$ cat config.mk
export PLATFORM = sky130hd
export DESIGN_NAME = ram_master
export DESIGN_NICKNAME = d
export VERILOG_FILES = /design/src/rtl/ram_master.sv
export SDC_FILE = /design/constraint.sdc
export NUM_CORES = 1
export LEC_CHECK = 0
export CAP_MARGIN = 20
export CORE_ASPECT_RATIO = 1.2
export CORE_UTILIZATION = 39
export CTS_CLUSTER_DIAMETER = 150
export DETAILED_ROUTE_END_ITERATION = 10
export PLACE_DENSITY = 0.79
export SYNTH_ARGS = -nofsm -noshare
export SYNTH_HDL_FRONTEND = slang
export SYNTH_SLANG_ARGS = --single-unit
$ cat constraint.sdc
create_clock -name clk -period 2.1 [get_ports clk]
set_input_delay 0.42 -clock clk [delete_from_list [all_inputs] [get_ports clk]]
set_output_delay 0.42 -clock clk [all_outputs]
set_load 0.03 [all_outputs]
$ cat src/rtl/ram_master.sv
// ram_master: bus-side initiator for a 16x8 synchronous RAM.
// Converts valid/ready requests (single writes, single or burst reads with
// address wrap-around) into one-cycle RAM wr/rd strobes. Read beats are
// returned on a response channel that honours rsp_ready backpressure.
module ram_master #(
  parameter int ADDR_W = 4,
  parameter int DATA_W = 8
) (
  input  logic              clk,
  input  logic              rst_n,
  // request channel
  input  logic              req_valid,
  output logic              req_ready,
  input  logic              req_write,
  input  logic [ADDR_W-1:0] req_addr,
  input  logic [DATA_W-1:0] req_wdata,
  input  logic [ADDR_W-1:0] req_len,
  // response channel
  output logic              rsp_valid,
  input  logic              rsp_ready,
  output logic [DATA_W-1:0] rsp_data,
  output logic              rsp_last,
  // status
  output logic              busy,
  // RAM side
  output logic [ADDR_W-1:0] mem_addr,
  output logic [DATA_W-1:0] mem_wdata,
  output logic              mem_wr,
  output logic              mem_rd,
  input  logic [DATA_W-1:0] mem_rdata
);

  typedef enum logic [1:0] {
    IDLE     = 2'd0,
    WRITE    = 2'd1,
    RD_ISSUE = 2'd2,
    RD_RESP  = 2'd3
  } state_t;

  state_t            state_q, state_d;
  logic [ADDR_W-1:0] cur_addr_q, cur_addr_d;
  logic [ADDR_W-1:0] beats_left_q, beats_left_d;
  logic [DATA_W-1:0] wdata_q, wdata_d;

  // The RAM address and write data come straight from the working registers,
  // so they naturally hold their last value while idle.
  assign mem_addr  = cur_addr_q;
  assign mem_wdata = wdata_q;
  assign busy      = (state_q != IDLE);

  // State and working registers; reset aborts any operation in flight.
  always_ff @(posedge clk) begin
    if (!rst_n) begin
      state_q      <= IDLE;
      cur_addr_q   <= '0;
      beats_left_q <= '0;
      wdata_q      <= '0;
    end else begin
      state_q      <= state_d;
      cur_addr_q   <= cur_addr_d;
      beats_left_q <= beats_left_d;
      wdata_q      <= wdata_d;
    end
  end

  // Next-state logic and per-state outputs (strobes, handshakes, response).
  always_comb begin
    state_d      = state_q;
    cur_addr_d   = cur_addr_q;
    beats_left_d = beats_left_q;
    wdata_d      = wdata_q;
    req_ready    = 1'b0;
    mem_wr       = 1'b0;
    mem_rd       = 1'b0;
    rsp_valid    = 1'b0;
    rsp_last     = 1'b0;
    rsp_data     = '0;

    case (state_q)
      IDLE: begin
        // Ready is withheld while reset is asserted so nothing is accepted
        // on the reset edge itself.
        req_ready = rst_n;
        if (req_valid && rst_n) begin
          cur_addr_d = req_addr;
          if (req_write) begin
            wdata_d = req_wdata;
            state_d = WRITE;
          end else begin
            beats_left_d = req_len;
            state_d      = RD_ISSUE;
          end
        end
      end

      WRITE: begin
        mem_wr  = 1'b1;
        state_d = IDLE;
      end

      RD_ISSUE: begin
        mem_rd  = 1'b1;
        state_d = RD_RESP;
      end

      RD_RESP: begin
        // The RAM output register holds until the next rd, so passing it
        // through keeps rsp_data stable for as long as the consumer stalls.
        rsp_valid = 1'b1;
        rsp_data  = mem_rdata;
        rsp_last  = (beats_left_q == '0);
        if (rsp_ready) begin
          if (beats_left_q == '0) begin
            state_d = IDLE;
          end else begin
            cur_addr_d   = cur_addr_q + ADDR_W'(1);  // wraps 15 -> 0
            beats_left_d = beats_left_q - ADDR_W'(1);
            state_d      = RD_ISSUE;
          end
        end
      end

      default: state_d = IDLE;
    endcase
  end

endmodule

# [After elaboration in Yosys (flattened, before gate mapping)]
# Index checks and enable logic that the tools add are counted.
[word_totals] wordCells=42 ff_bits=18 output_inout_bits=26
[classes] n_reduce_logical=9 eq_ne=7 add_sub_neg=2 mux=20
[op_table] operator="2-to-1 mux 4 bit" n=7
[op_table] operator="case mux 4 bit (2 select lines)" n=2
[op_table] operator="2-to-1 mux 2 bit" n=4
[op_table] operator="2-to-1 mux 8 bit" n=1
[op_table] operator="inequality test 2 bit (second input constant)" n=4
[op_table] operator="case mux 2 bit (4 select lines)" n=1
[op_table] operator="2-to-1 mux 1 bit" n=5
[op_table] operator="AND reduction 5 bit" n=1
[op_table] operator="adder 4 x 1 -> 4 bit (second input constant)" n=1
[op_table] operator="== test 2 bit (second input constant)" n=2
[op_table] operator="zero test 4 bit" n=1
[op_table] operator="AND reduction 4 bit" n=1
[op_table] operator="nonzero test 2 bit" n=2
[op_table] operator="subtractor 4 x 1 -> 4 bit (second input constant)" n=1
[op_table] operator="AND reduction 3 bit" n=1
[op_table] operator="== test 2 x 1 -> 1 bit (second input constant)" n=1
[op_table] operator="zero test 2 bit" n=1
[op_table] operator="AND reduction 2 bit" n=1
[op_table] operator="logical AND 1 bit" n=1

# [Longest topological paths before layout]
[logic_depth] depth_word=4 mapped_depth=7 mapped_depth_nobuf=6

# [Least setup slack after synthesis]
# No wires, ideal clock.
[synth_path] kind="flip-flop to output port" startpoint="register beats_left_q[0]" endpoint="output rsp_last" arrival_time_ns=1.306 n_path_buf=0 required_ns=1.680 path_slack_ns=0.374 path_stages_with_launch=5 path_cell_list="dfxtp_1 -> inv_1 -> ha_1 -> or3b_1 -> nor2_1"
[synth_between] elab_chain_len=2
[synth_rtl] element="from (decl)" line="42" rtl="logic [ADDR_W-1:0] beats_left_q, beats_left_d;"
[synth_rtl] element="from (signal assigned)" line="61" rtl="beats_left_q <= beats_left_d;"
[synth_rtl] element="zero test 4 bit" line="111" rtl="rsp_last = (beats_left_q == '0);"
[synth_rtl] element="2-to-1 mux 1 bit" line="79" rtl="case (state_q)"
[synth_rtl] element="to (decl)" line="22" rtl="output logic rsp_last,"
# No other way between the ends.

# [Worst setup path in the final report]
# Same ends and word-level chain as after synthesis.

==> metrics <==
syn_nets around 150; layout cells sized above 1 19.9%; P_leak 0.780 nW; critical path's largest stage delay approximately 0.38 ns; Critical Path Source beats_left_q[0]$_SDFFE_PN0P_; clk_lat worst skew 0.30 ns; FILL cells approximately 240; IO Pins 55; Post-synth EDFFs 0; Die H between 50 and 60 um; Slew HR 76.2%; max-cap check violation count 0; Cell Area, Synth roughly 1100 um2; TritonCTS Buffers 3; clk buf depth 2; Post-synth top flop dfxtp_1; Pins Over Slew Limit 0; Synth Area per Inst approximately 9 um2; Tot Pwr 0.896 mW; worst path cell trace inv_1, ha_2, or3b_4, nor2_1, buf_4; share of the yosys chip area belonging to registers 33.3%; nets@finish about 210; Worst EP required about 1.7 ns; P per Cell Area approximately 530 nW/um2; dpl cells around 210; crit end category output port; reg2reg path depth 6; Initial Util between 40% and 50%; global-route wire length before repair roughly 4.3 mm; ANT cells 0; wire length per cell approximately 13 um; Tmin final roughly 2.0 ns; Levels on crit path 5; DR pass1 iterations 4; # rows 20; gr ovfl total 0; final hold viol count 0; CTS tree done; core area roughly 2600 um2; Vias/cell between 5 and 6; CTS sink count 18; H-Tree Level Count 1; number of global-route vias before repair between 1000 and 1500; Final period util between 90 and 100%; setup violators final 0; Clk Tree Root Cell clkbuf_4; setup repair after global routing missed its margin no; Via Count between 1000 and 1500; Die Wd 50.1 um; initial antenna violation count 0; non-filler instance count after layout roughly 210; status finished clean; hold slack about 0.52 ns; # hold bufs at CTS 0; worst hold stages 2; ys async rst share 0%; HP Start mem_wdata[0]$_SDFFE_PN0P_; worst path bufs/invs 2; Port Buffers 54; worst path arrival time 1.57 ns; Max Freq 501 MHz; HPWL Detailed between 2 and 2.5 mm; fin util 65.3%; Starting DRT DRC Count 17; HP Class reg -> reg; worst slew pin tran 0.357 ns; CP top delay family simple AND/OR/NAND/NOR gates; Final GP Congestion between 0.8 and 0.9; Total Wirelength roughly 2.6 mm; Critical Path Start Type register; Critical Path Fanout Max 4; die area roughly 3000 um2; DRC Markers 0; Gate Count Post-Synth 120; pin count of the biggest net entering global routing 14; Setup Crit Path Kind reg -> out; Worst VDD drop 0.471 mV; unique cell type count in the Yosys netlist between 40 and 50; reg-to-reg startpoint beats_left_q[0]$_SDFFE_PN0P_; GRT Util Overall 18.5%; Layout Skew around 0.013 ns; flops & latches, synth 18; area grow syn2layout 55.4%; CP max stage cell or3b_4; Detail Route Antenna Nets 0; Yosys warning total 0; Reg clk slew, reported paths between 0.1 and 0.15 ns
through the flow:
stage          setup WS [ns]  TNS [ns]  instance area, um2
6_report               0.106         0                1680
3_3_place_gp          0.0139         0                1640
5_1_grt               0.0116         0                1680
3_5_place_dp        -0.00914  -0.00914                1640
2_1_floorplan          0.374         0                1080
4_1_cts               0.0274         0                1680
final timing paths:
path	to	slack, ns
max reg2reg	mem_addr[2]$_SDFFE_PN0P_	0.50
max	rsp_last	0.11
min reg2reg	mem_wdata[0]$_SDFFE_PN0P_	0.52
min	mem_wdata[0]$_SDFFE_PN0P_	0.52
synth_stat cells, types with 2 or more instances:
cell | n | area (um2)
dfxtp_1 | 18 | 360
nand2_1 | 13 | 48.8
nor2b_1 | 9 | 56.3
and3_1 | 8 | 50.1
mux2i_1 | 8 | 80.1
nand3_1 | 5 | 25.0
clkbuf_1 | 4 | 15.0
inv_1 | 4 | 15.0
nor2_1 | 4 | 15.0
a21oi_1 | 3 | 15.0
and2_1 | 3 | 18.8
o211a_1 | 3 | 30.0
a21boi_1 | 2 | 15.0
a32o_1 | 2 | 20.0
ha_1 | 2 | 25.0
nand3b_1 | 2 | 15.0
o21a_1 | 2 | 15.0
o21ai_1 | 2 | 10.0
o21ai_2 | 2 | 17.5
layout make-up:
type | instances | area (um2) | area share, %
clock buffer | 4 | 36.3 | 2.15
inverter | 5 | 18.8 | 1.11
multi-input combinational | 90 | 671 | 39.8
sequential | 18 | 363 | 21.5
tap | 33 | 41.3 | 2.45
timing repair buffer | 59 | 554 | 32.9
worst min-delay path: stages (launching register included):
cell and delay [ns]:
dfxtp_1 0.34, mux2i_1 0.07, nor2b_1 0.09
cells by family after synthesis:
kind of cell    count (synthesis)  synth area share, %
simple gates                   57                 34.9
compound gates                 23                 16.9
flops                          18                 33.3
buf+inv                        12                 5.31
mux                             8                 7.39
fa+ha+maj                       2                 2.31
flip-flops by register name, indices dropped and copies added (netlist names):
| name | flops |
|---|---|
| mem_wdata | 8 |
| mem_addr | 4 |
| beats_left_q | 4 |
| state_q | 2 |
per-layer routing:
layer  share of wire (%)  global-route usage [%]  routed length, um  vias to the layer above
met2                  52                    36.6               1370                       35
li1                    -                       -                  -                      536
met3                 5.2                    4.07                136                        4
met5                   0                       0                  0                        -
met4                0.87                    4.90                 23                        0
met1                  42                    19.3               1100                      475
power breakdown:
part / switching [mW] / total (mW) / internal [mW] / leakage (nW)
Clock: 0.110 / 0.216 / 0.106 / 0.0210
Combinational: 0.144 / 0.298 / 0.154 / 0.612
Sequential: 0.0212 / 0.382 / 0.361 / 0.147
Total: 0.276 / 0.896 / 0.621 / 0.780
repair_timing:
item	4_1_cts	5_1_grt
pin swaps	0	1
hold endpoints to repair	0	0
setup buffers	0	0
endpoints found under the setup margin	2	3
gates resized for setup	2	4
layout by cell type, fill, tap and decap left out, types with 2 or more instances in the layout:
| cell type | count |
|---|---|
| nand3_1 | 5 |
| dfxtp_1 | 16 |
| nand3b_1 | 2 |
| o21ai_2 | 2 |
| o21a_1 | 2 |
| buf_4 | 15 |
| o21ai_1 | 2 |
| nor2_1 | 4 |
| a21boi_1 | 2 |
| mux2i_1 | 8 |
| a21oi_1 | 3 |
| clkdlybuf4s50_1 | 42 |
| clkbuf_4 | 3 |
| o211a_1 | 3 |
| nand2_1 | 13 |
| inv_1 | 4 |
| and3_1 | 8 |
| dfxtp_2 | 2 |
| nor2b_1 | 9 |
| and2_1 | 3 |
| a32o_1 | 2 |
(Power assumes the default switching activity.)
